===== src/rtl/stimulus_gen_if.sv =====
// -----------------------------------------------------------------------------
// stimulus_gen_if
//   Operand bus between the stimulus generator (producer) and its consumers
//   (the DUT and the result monitor).
//
//   dut_ia  WIDTH  operand A
//   dut_ib  WIDTH  operand B
//   valid   1      operands are a live test vector this cycle
//
//   master : producer side (drives all signals)
//   slave  : consumer side (samples all signals)
// -----------------------------------------------------------------------------
interface stimulus_gen_if #(
  parameter int WIDTH = 32
);
  logic [WIDTH-1:0] dut_ia;
  logic [WIDTH-1:0] dut_ib;
  logic             valid;

  modport master (output dut_ia, output dut_ib, output valid);
  modport slave  (input  dut_ia, input  dut_ib, input  valid);
endinterface


===== src/rtl/stimulus_gen.sv =====
// -----------------------------------------------------------------------------
// stimulus_gen
//   Operand-pair producer for a float32 DUT and its monitor. A run sweeps 16
//   float32 corner pairs, then issues i_num_vec pseudo-random pairs from two
//   Galois LFSRs (or runs until i_stop when i_num_vec is 0), then idles for
//   DRAIN_CYCLES so in-flight monitor checks still land, then reports DONE.
//   Monitor mismatch pulses are counted per run with saturation.
//
// Ports
//   clk          in   1      clock, all logic on posedge
//   reset        in   1      synchronous, active-high
//   i_start      in   1      start a run (accepted only in IDLE or DONE)
//   i_stop       in   1      end stimulus early (CORNER/RANDOM only)
//   i_num_vec    in   CNT_W  random vectors per run, 0 = until i_stop
//   i_seed       in   WIDTH  LFSR seed
//   i_event      in   1      mismatch pulse from the monitor
//   o_bus        master      operand bus: dut_ia, dut_ib, valid (registered)
//   o_busy       out  1      state is CORNER, RANDOM or DRAIN
//   o_done       out  1      state is DONE
//   o_vec_count  out  CNT_W  vectors issued this run, wraps
//   o_err_count  out  ERR_W  events counted this run, saturates
// -----------------------------------------------------------------------------
module stimulus_gen #(
  parameter int WIDTH        = 32,
  parameter int CNT_W        = 32,
  parameter int ERR_W        = 16,
  parameter int DRAIN_CYCLES = 8
) (
  input  logic              clk,
  input  logic              reset,
  input  logic              i_start,
  input  logic              i_stop,
  input  logic [CNT_W-1:0]  i_num_vec,
  input  logic [WIDTH-1:0]  i_seed,
  input  logic              i_event,
  stimulus_gen_if.master    o_bus,
  output logic              o_busy,
  output logic              o_done,
  output logic [CNT_W-1:0]  o_vec_count,
  output logic [ERR_W-1:0]  o_err_count
);

  typedef enum logic [2:0] {
    S_IDLE,
    S_CORNER,
    S_RANDOM,
    S_DRAIN,
    S_DONE
  } state_t;

  localparam int              DRAIN_W    = (DRAIN_CYCLES > 1) ? $clog2(DRAIN_CYCLES) : 1;
  localparam logic [DRAIN_W-1:0] DRAIN_LAST = DRAIN_W'(DRAIN_CYCLES - 1);
  localparam logic [WIDTH-1:0] LFSR_MASK  = WIDTH'(32'h8020_0003);
  localparam logic [WIDTH-1:0] SEED_GUARD = WIDTH'(32'h0000_0001);

  // Corner table: +0, 1.0, +inf, minimum denormal.
  function automatic logic [WIDTH-1:0] corner_val(input logic [1:0] sel);
    case (sel)
      2'd0:    return WIDTH'(32'h0000_0000);
      2'd1:    return WIDTH'(32'h3F80_0000);
      2'd2:    return WIDTH'(32'h7F80_0000);
      default: return WIDTH'(32'h0000_0001);
    endcase
  endfunction

  // Galois LFSR, right shift, feedback mask applied when the LSB shifts out.
  function automatic logic [WIDTH-1:0] lfsr_step(input logic [WIDTH-1:0] x);
    return (x >> 1) ^ (x[0] ? LFSR_MASK : '0);
  endfunction

  state_t             r_state;
  logic               r_start_pend;
  logic [3:0]         r_idx;
  logic [CNT_W-1:0]   r_num_vec;
  logic [CNT_W-1:0]   r_rand_cnt;
  logic [DRAIN_W-1:0] r_drain_cnt;
  logic [WIDTH-1:0]   r_lfsr_a;
  logic [WIDTH-1:0]   r_lfsr_b;
  logic [WIDTH-1:0]   r_dut_ia;
  logic [WIDTH-1:0]   r_dut_ib;
  logic               r_valid;
  logic [CNT_W-1:0]   r_vec_count;
  logic [ERR_W-1:0]   r_err_count;

  logic [3:0]         w_idx_next;
  logic               w_count_evt;
  logic               w_rand_last;
  logic [WIDTH-1:0]   w_seed_b;

  assign w_idx_next  = r_idx + 4'd1;
  assign w_count_evt = i_event && (r_state == S_CORNER || r_state == S_RANDOM ||
                                   r_state == S_DRAIN);
  assign w_rand_last = (r_num_vec != '0) && (r_rand_cnt == r_num_vec);
  assign w_seed_b    = ~i_seed;

  // Accepting i_start takes one edge (latch seeds/count, clear counters); the
  // following edge puts corner pair 0 on the bus. This keeps the bus aligned
  // with the state: o_valid is 1 exactly in CORNER/RANDOM cycles.
  // NOTE: every register here is updated with <= so all of them see the
  // pre-edge values of each other; blocking = would make the result depend on
  // statement order. Reset is synchronous, so it is just the first branch.
  always_ff @(posedge clk) begin
    if (reset) begin
      r_state      <= S_IDLE;
      r_start_pend <= 1'b0;
      r_idx        <= '0;
      r_num_vec    <= '0;
      r_rand_cnt   <= '0;
      r_drain_cnt  <= '0;
      r_lfsr_a     <= '0;
      r_lfsr_b     <= '0;
      r_dut_ia     <= '0;
      r_dut_ib     <= '0;
      r_valid      <= 1'b0;
      r_vec_count  <= '0;
      r_err_count  <= '0;
    end else begin
      if (w_count_evt && r_err_count != '1) begin
        r_err_count <= r_err_count + 1'b1;
      end

      case (r_state)
        S_IDLE, S_DONE: begin
          if (r_start_pend) begin
            r_start_pend <= 1'b0;
            r_state      <= S_CORNER;
            r_idx        <= '0;
            r_dut_ia     <= corner_val(2'd0);
            r_dut_ib     <= corner_val(2'd0);
            r_valid      <= 1'b1;
            r_vec_count  <= r_vec_count + 1'b1;
          end else if (i_start) begin
            r_start_pend <= 1'b1;
            r_num_vec    <= i_num_vec;
            r_lfsr_a     <= (i_seed   == '0) ? SEED_GUARD : i_seed;
            r_lfsr_b     <= (w_seed_b == '0) ? SEED_GUARD : w_seed_b;
            r_vec_count  <= '0;
            r_err_count  <= '0;
          end
        end

        S_CORNER: begin
          if (i_stop) begin
            r_state     <= S_DRAIN;
            r_drain_cnt <= '0;
            r_dut_ia    <= '0;
            r_dut_ib    <= '0;
            r_valid     <= 1'b0;
          end else if (r_idx == 4'd15) begin
            // First random vector is the loaded seed pair itself.
            r_state     <= S_RANDOM;
            r_rand_cnt  <= CNT_W'(1);
            r_dut_ia    <= r_lfsr_a;
            r_dut_ib    <= r_lfsr_b;
            r_lfsr_a    <= lfsr_step(r_lfsr_a);
            r_lfsr_b    <= lfsr_step(r_lfsr_b);
            r_vec_count <= r_vec_count + 1'b1;
          end else begin
            r_idx       <= w_idx_next;
            r_dut_ia    <= corner_val(w_idx_next[3:2]);
            r_dut_ib    <= corner_val(w_idx_next[1:0]);
            r_vec_count <= r_vec_count + 1'b1;
          end
        end

        S_RANDOM: begin
          if (i_stop || w_rand_last) begin
            r_state     <= S_DRAIN;
            r_drain_cnt <= '0;
            r_dut_ia    <= '0;
            r_dut_ib    <= '0;
            r_valid     <= 1'b0;
          end else begin
            r_rand_cnt  <= r_rand_cnt + 1'b1;
            r_dut_ia    <= r_lfsr_a;
            r_dut_ib    <= r_lfsr_b;
            r_lfsr_a    <= lfsr_step(r_lfsr_a);
            r_lfsr_b    <= lfsr_step(r_lfsr_b);
            r_vec_count <= r_vec_count + 1'b1;
          end
        end

        S_DRAIN: begin
          if (r_drain_cnt == DRAIN_LAST) begin
            r_state <= S_DONE;
          end else begin
            r_drain_cnt <= r_drain_cnt + 1'b1;
          end
        end

        default: r_state <= S_IDLE;
      endcase
    end
  end

  assign o_bus.dut_ia = r_dut_ia;
  assign o_bus.dut_ib = r_dut_ib;
  assign o_bus.valid  = r_valid;
  assign o_busy       = (r_state == S_CORNER) || (r_state == S_RANDOM) || (r_state == S_DRAIN);
  assign o_done       = (r_state == S_DONE);
  assign o_vec_count  = r_vec_count;
  assign o_err_count  = r_err_count;

endmodule


===== src/flat_wrapper.sv =====
// flat-port wrapper written by rule: the top's interface ports become plain ports
module stimulus_gen_flat 
#(
  parameter int WIDTH        = 32,
  parameter int CNT_W        = 32,
  parameter int ERR_W        = 16,
  parameter int DRAIN_CYCLES = 8
)
  (clk, reset, i_start, i_stop, i_num_vec, i_seed, i_event, o_busy, o_done, o_vec_count, o_err_count, o_bus_dut_ia, o_bus_dut_ib, o_bus_valid);
  stimulus_gen_if #(.WIDTH(WIDTH)) o_bus_i ();
  input  logic clk;
  input  logic reset;
  input  logic i_start;
  input  logic i_stop;
  input  logic [CNT_W-1:0] i_num_vec;
  input  logic [WIDTH-1:0] i_seed;
  input  logic i_event;
  output logic o_busy;
  output logic o_done;
  output logic [CNT_W-1:0] o_vec_count;
  output logic [ERR_W-1:0] o_err_count;
  output wire logic [$bits(o_bus_i.dut_ia)-1:0] o_bus_dut_ia;
  output wire logic [$bits(o_bus_i.dut_ib)-1:0] o_bus_dut_ib;
  output wire logic [$bits(o_bus_i.valid)-1:0] o_bus_valid;
  assign o_bus_dut_ia = o_bus_i.dut_ia;
  assign o_bus_dut_ib = o_bus_i.dut_ib;
  assign o_bus_valid = o_bus_i.valid;
  stimulus_gen #(.WIDTH(WIDTH), .CNT_W(CNT_W), .ERR_W(ERR_W), .DRAIN_CYCLES(DRAIN_CYCLES)) u_core (.clk(clk), .reset(reset), .i_start(i_start), .i_stop(i_stop), .i_num_vec(i_num_vec), .i_seed(i_seed), .i_event(i_event), .o_bus(o_bus_i), .o_busy(o_busy), .o_done(o_done), .o_vec_count(o_vec_count), .o_err_count(o_err_count));
endmodule

===== config.mk =====
export PLATFORM = sky130hd
export DESIGN_NAME = stimulus_gen_flat
export DESIGN_NICKNAME = d
export VERILOG_FILES = /design/src/rtl/stimulus_gen_if.sv /design/src/rtl/stimulus_gen.sv /design/src/flat_wrapper.sv
export SDC_FILE = /design/constraint.sdc
export NUM_CORES = 1
export LEC_CHECK = 0
export CAP_MARGIN = 20
export CORE_MARGIN = 1.5
export CORE_UTILIZATION = 55
export DETAILED_ROUTE_END_ITERATION = 12
export GPL_TIMING_DRIVEN = 0
export PLACE_DENSITY = 0.91
export SETUP_SLACK_MARGIN = 0.3
export SLEW_MARGIN = 25
export SYNTH_ARGS = -nofsm -noshare
export SYNTH_HDL_FRONTEND = slang
export SYNTH_SLANG_ARGS = --single-unit

===== constraint.sdc =====
create_clock -name clk -period 3.87 [get_ports clk]
set_input_delay 0.774 -clock clk [delete_from_list [all_inputs] [get_ports clk]]
set_output_delay 0.774 -clock clk [all_outputs]
set_load 0.01 [all_outputs]

==> impl_metrics.json, run 1 <==
{
  "hold_violations": 0,
  "core.rowCount": 52,
  "skew_ns": 0.01971,
  "syn_area_sq_mm": 0.01151,
  "hp-class": "register to register",
  "intPower_mw": 6.253,
  "outcome": "complete, no violations",
  "fillers": 1520,
  "antenna_found_initial": 0,
  "setup_viol": 0,
  "utilization_pct": 71.96,
  "timing.hold.ws_ns": 0.4616,
  "dp_slack_ns": 0.5433,
  "grt_pass1_vias": 11294,
  "ioPinCount": 184,
  "hpwl_um": 26500,
  "portBuffers": 183,
  "cts.repair.resized": 0,
  "layout-drive-gt1-share_pct": 6.480,
  "detail_route.wl_per_cell_um": 20.10,
  "min_period_ns": 3.246,
  "clock_latency_ns": 0.54,
  "drt_first_pass_iters": 6,
  "synth_seq_cells": 252,
  "p_sw_mw": 4.031,
  "grt_pass1_wl_um": 58550,
  "cts_max_level": 1,
  "multi_input_comb_area_sq_mm": 0.005914,
  "endpoint_kind": "register",
  "power_leakage_nw": 5.207,
  "drc_errors": 0,
  "ys_seq_area_share_pct": 43.82,
  "power.share.clock_pct": 27.8,
  "p_sw_share_pct": 39.19,
  "synthesis.nets": 1424,
  "drtIter0Drc": 1332,
  "worst_slack_ns": 0.6239,
  "synthFlopType": "dfxtp_1",
  "final_max_slew_viol_count": 0,
  "rsz0062_at_grt": "false",
  "routed_wl_um": 37060,
  "yosysUniqueCellTypes": 67,
  "crit_arrival_ns": 3.63,
  "worstPathRequired_ns": 4.25,
  "reg2regPathDepth": 7,
  "worst-setup-path-type": "register to register",
  "ant_nets": 0,
  "numCtsBuffers": 25,
  "post-cts-setup-buffers": 0,
  "synth-edff-count": 0,
  "clkSlewWorstSetupHoldPaths_ns": 0.06,
  "tightest_slew_ns": 0.8722,
  "synth_cells": 1345,
  "die_y_um": 147.7,
  "grt_max_degree": 16,
  "syn_avg_cell_area_sq_um": 8.560,
  "regArea_sq_mm": 0.005045,
  "viasPerCell": 6.453,
  "cts_tree": "yes",
  "worstPathMaxFanout": 8,
  "cp-start-kind": "register",
  "whs_path_depth": 2,
  "peakVddDrop_v": 0.0004476,
  "p_comb_share_pct": 37.1,
  "core_area_sq_mm": 0.02036,
  "p_seq_share_pct": 35.1,
  "fmax_ghz": 0.3081,
  "p_per_area_mw_per_mm2": 701.7,
  "drv_cap": 0,
  "ctsHoldBuffers": 0,
  "grt_overflow": 0,
  "yosysWarnings": 0,
  "die_x_um": 147.7,
  "initial_core_util_pct": 56.54,
  "post-route-period-util_pct": 83.88,
  "gp_congestion": 0.9758,
  "tns_ns": 0,
  "slew_headroom_pct": 41.32,
  "via_count": 11900,
  "num-nets-final": 1634,
  "cts_max_path_buffers": 3,
  "dieArea_sq_mm": 0.02181,
  "grt_usage_pct": 33.16,
  "cts-root-buf": "clkbuf_16",
  "synthToLayoutAreaGrowth_pct": 27.29,
  "clock-sinks": 252,
  "antenna_cells": 0,
  "synth-async-reset-ratio_pct": 0
}
==> Yosys cell counts, types with 4 or more instances <==
cell type	instances	area [sq um]
and4_1	11	96.34
xor2_1	14	122.6
a22o_1	48	420.4
nor3b_1	7	52.55
buf_2	27	135.1
nor2_1	139	521.8
buf_6	6	67.56
o31ai_1	8	60.06
nor3_1	30	150.1
a21o_1	4	30.03
nor4_1	23	143.9
buf_4	9	67.56
o21ai_0	36	180.2
clkbuf_1	61	229.0
mux2i_1	21	210.2
a211oi_1	56	420.4
a22oi_1	30	225.2
a311oi_1	17	148.9
and2_1	8	50.05
nand3_1	37	185.2
or4_1	9	67.56
nand4_1	44	275.3
nand2b_1	4	25.02
ha_1	10	125.1
nand2_1	151	566.8
o211ai_1	5	37.54
or3_1	34	212.7
inv_1	14	52.55
a21oi_1	105	525.5
a31oi_1	11	68.82
xnor2_1	40	350.3
dfxtp_1	252	5045
and3_1	20	125.1
==> power groups by stage <==
stage                     Clock, mW  Sequential (mW)  Combinational [mW]
final                          2.86             3.61                3.82
after global routing           2.96             3.65                4.11
after CTS                      2.85             3.58                3.71
after detailed placement          0             3.63                3.66
after global placement            0             3.61                3.53
after floorplan                   0             3.53                2.49
==> area by class of cell <==
| class | instances | share of cell area [%] |
|---|---|---|
| buffer | 105 | 3.458 |
| clock buffer | 30 | 4.602 |
| clock inverter | 16 | 1.998 |
| inverter | 14 | 0.3586 |
| multi-input combinational | 974 | 40.36 |
| sequential | 252 | 34.42 |
| tap | 270 | 2.305 |
| timing repair buffer | 183 | 12.50 |
==> layout by cell type (no fill, tap or decap), types with 17 or more instances in the layout <==
master           netlist  layout
dfxtp_1              252     252
clkdlybuf4s50_1        0     183
nand2_1              151     151
nor2_1               139     139
a21oi_1              105     105
clkbuf_1              61      63
a211oi_1              56      56
a22o_1                48      48
nand4_1               44      44
xnor2_1               40      40
nand3_1               37      37
o21ai_0               36      36
or3_1                 34      34
a22oi_1               30      30
nor3_1                30      30
buf_2                 27      27
clkbuf_16              0      25
nor4_1                23      23
mux2i_1               21      21
and3_1                20      20
a311oi_1              17      17
==> through the flow <==
| step | std cells | total power [mW] | area (sq um) |
|---|---|---|---|
| 3_3_place_gp | 1798 | 7.136 | 13680 |
| 2_1_floorplan | 1345 | 6.019 | 11510 |
| 3_5_place_dp | 1798 | 7.289 | 13690 |
| 4_1_cts | 1844 | 10.14 | 14660 |
| 6_report | 1844 | 10.28 | 14660 |
| 5_1_grt | 1844 | 10.72 | 14660 |
==> logic make-up after synthesis <==
family,share of synthesized area [%]
muxes,1.826
AOI/OAI and AO/OA,21.30
DFF,43.82
adders and majority gates,1.087
buffers and inverters,4.858
xor gates and xnor gates,4.249
and+or+nand+nor,22.86
==> flip-flops by register name (all words and copies together) (netlist names) <==
| register | flops |
|---|---|
| u_core.r_num_vec | 32 |
| u_core.o_vec_count | 32 |
| u_core.r_lfsr_b | 32 |
| u_core.r_drain_cnt | 3 |
| u_core.r_start_pend | 1 |
| u_core.o_bus.dut_ib | 32 |
| u_core.o_err_count | 16 |
| u_core.r_idx | 4 |
| u_core.o_bus.valid | 1 |
| u_core.r_lfsr_a | 32 |
| u_core.r_state | 3 |
| u_core.r_rand_cnt | 32 |
| u_core.o_bus.dut_ia | 32 |
==> routing by layer <==
layer  track usage (%)  routed length [um]  vias up
met2             53.22               16890      779
met4             13.15                1261        0
li1                  -                   -     5367
met3             5.957                4087      127
met5                 0                   0        -
met1             44.28               14820     5627
==> final timing paths <==
| check | start | endpoint | slack, ns |
|---|---|---|---|
| setup / recovery | u_core.r_rand_cnt[17] | u_core.o_bus.dut_ib[23] | 0.62 |
| hold / removal | u_core.o_bus.dut_ib[24] | u_core.o_bus.dut_ib[24] | 0.46 |
| setup reg to reg | u_core.r_rand_cnt[17] | u_core.o_bus.dut_ib[23] | 0.62 |
| hold reg to reg | u_core.o_bus.dut_ib[24] | u_core.o_bus.dut_ib[24] | 0.46 |
==> worst max-delay path, stage by stage (launching register included) <==
cell,delay (ns)
dfxtp_1,0.30
clkbuf_1,0.31
xnor2_1,0.17
nand4_1,0.14
nor4_2,0.53
nand4_1,0.62
a32oi_1,0.82
o21ai_0,0.20
(Power assumes the default switching activity.)
==> inputs of run 2 (changes only) <==
- CORE_UTILIZATION: 55 -> 54
- PLACE_DENSITY: 0.91 -> 0.89
- clock period: 3.87 -> 3.05 ns (I/O delays scaled with it)
==> run 2 against run 1 <==
  * Routed wire length is 2.9% lower
  * Utilization is 2.2 points lower
  * Worst setup slack worse by 0.28 ns
  * Critical path depth is 4 lower
  * Worst hold slack worse by 0.0062 ns
  * Largest power group unchanged
==> impl_metrics.json, run 2 (synthesis results as in run 1) <==
{
  "p_seq_share_pct": 36.4,
  "core_area_sq_mm": 0.02096,
  "worstPathRequired_ns": 2.44,
  "antenna_found_initial": 0,
  "fillers": 1650,
  "top_layer_used": "met4",
  "grt_overflow": 0,
  "reg2regPathDepth": 10,
  "hold_violations": 0,
  "dp_slack_ns": -0.1174,
  "drtIter0Drc": 987,
  "rsz0062_at_grt": "true",
  "tightest_slew_ns": 0.9050,
  "portBuffers": 183,
  "min_period_ns": 2.706,
  "layout_commonest_cell": "dfxtp_1",
  "hp-class": "register to register",
  "worst_slack_ns": 0.3444,
  "die_y_um": 149.0,
  "clock-sinks": 252,
  "ctsHoldBuffers": 0,
  "timing.rr.start": "u_core.r_rand_cnt[17]",
  "initial_core_util_pct": 54.94,
  "drt_first_pass_iters": 7,
  "endpoint_kind": "output pin",
  "intPower_mw": 7.544,
  "drv_cap": 0,
  "cp_top_family": "buffers and inverters",
  "skew_ns": 0.01694,
  "r2r-end": "u_core.r_rand_cnt[25]",
  "cp-startpoint": "u_core.r_state[2]",
  "synthToLayoutAreaGrowth_pct": 26.99,
  "met1_length_um": 15080,
  "cts_max_path_buffers": 3,
  "cts-root-buf": "clkbuf_16",
  "grt_usage_pct": 31.61,
  "cts_tree": "yes",
  "drc_errors": 0,
  "outcome": "complete, no violations",
  "critPathSlowestCell": "clkdlybuf4s50_1",
  "detail_route.wl_per_cell_um": 19.41,
  "cp-start-kind": "register",
  "final_max_slew_viol_count": 0,
  "core.rowCount": 53,
  "via_count": 11632,
  "viasPerCell": 6.277,
  "clock_latency_ns": 0.54,
  "layout_common_cells": "dfxtp_1 (251), clkdlybuf4s50_1 (183), nand2_1 (151)",
  "p_sw_mw": 5.008,
  "dieArea_sq_mm": 0.02221,
  "worst-path-buf-inv": 2,
  "power.share.clock_pct": 25.2,
  "crit_arrival_ns": 2.10,
  "hpwl_um": 26000,
  "cts_max_level": 1,
  "timing.hold.ws_ns": 0.4554,
  "p_sw_share_pct": 39.90,
  "peakVddDrop_v": 0.0005866,
  "clkSlewWorstSetupHoldPaths_ns": 0.06,
  "post-route-period-util_pct": 88.71,
  "cp_num_cells": 3,
  "p_per_area_mw_per_mm2": 858.4,
  "ioPinCount": 184,
  "crit_path_end": "o_busy",
  "routed_wl_um": 35970,
  "slew_headroom_pct": 39.20,
  "slowest_delay_ns": 0.57,
  "antenna_cells": 0,
  "power_leakage_nw": 5.203,
  "routed-wl-met2_um": 16020,
  "fmax_ghz": 0.3696,
  "tns_ns": 0,
  "die_x_um": 149.0,
  "gp_congestion": 0.9640,
  "setup_viol": 0,
  "grt_max_degree": 14,
  "ant_nets": 0,
  "worstPathMaxFanout": 10,
  "layout-drive-gt1-share_pct": 7.288,
  "p_comb_share_pct": 38.5,
  "grt_pass1_vias": 10990,
  "wl_met3_um": 3387,
  "numCtsBuffers": 26,
  "grt_pass1_wl_um": 56590,
  "worst-setup-path-type": "register to output pin",
  "rrSetupSlack_ns": 0.44,
  "num-nets-final": 1638,
  "crit_chain": "clkbuf_2 > o21ba_2 > clkdlybuf4s50_1"
}
run 2: cell types whose count changed in the layout (fill, tap and decap cells not counted), sizes merged:
cell / previous run / this run
bufinv: 8 / 1
clkinv: 5 / 9
clkbuf: 91 / 98
inv: 15 / 14
buf: 44 / 47
clkinvlp: 2 / 0
run 2: power by group through the flow:
stage               clock (mW)  sequential [mW]  combinational, mW
floorplan                    0             4.47               3.16
global placement             0             4.58               4.45
detailed placement           0             4.60               4.60
CTS                       3.17             4.54               4.68
global route              3.32             4.63               5.21
finish                    3.16             4.57               4.83
run 2: final cells by class:
| type | instances | area [sq um] | share of cell area [%] |
|---|---|---|---|
| well taps | 275 | 344.1 | 2.353 |
| multi-input cells | 974 | 5954 | 40.72 |
| inverters | 14 | 52.55 | 0.3594 |
| repair buffers | 186 | 1854 | 12.68 |
| clock buffers | 37 | 772.0 | 5.280 |
| flip-flops and latches | 252 | 5046 | 34.51 |
| clock inverters | 10 | 86.33 | 0.5905 |
| plain buffers | 105 | 511.7 | 3.500 |
run 2: metal layers:
layer,vias to the layer above,GRT usage (%)
li1,5371,-
met1,5487,43.42
met2,666,49.56
met3,108,4.740
met4,0,13.32
met5,-,0
run 2: worst min path at each step:
stage | start | endpoint | slack (ns) | depth (start not counted)
floorplan | u_core.r_drain_cnt[1] | u_core.r_drain_cnt[1] | 0.44 | 2
global placement | u_core.o_bus.dut_ib[23] | u_core.o_bus.dut_ib[23] | 0.44 | 2
detailed placement | u_core.o_bus.dut_ib[27] | u_core.o_bus.dut_ib[27] | 0.45 | 2
CTS | u_core.o_bus.dut_ib[27] | u_core.o_bus.dut_ib[27] | 0.46 | 2
global route | u_core.o_bus.dut_ib[15] | u_core.o_bus.dut_ib[15] | 0.50 | 1
finish | u_core.o_bus.dut_ib[27] | u_core.o_bus.dut_ib[27] | 0.46 | 2
run 2: what timing repair did:
action	in CTS	in global routing
setup endpoints to repair	58	107
setup buffers	3	0
pin swaps	2	2
resized for setup	2	12
run 2: through the flow:
step / util [%] / instances / instance area (sq um) / total power, mW
floorplan: - / 1345 / 11510 / 7.637
global placement: 65.33 / 1803 / 13690 / 9.027
detailed placement: 65.35 / 1803 / 13690 / 9.199
CTS: 69.60 / 1853 / 14580 / 12.38
global route: 69.78 / 1853 / 14620 / 13.17
finish: 69.78 / 1853 / 14620 / 12.55
run 2: worst min-delay path: stages, from the launching register on:
cell	delay [ns]
dfxtp_1	0.32
nand2_1	0.04
o21ai_0	0.06
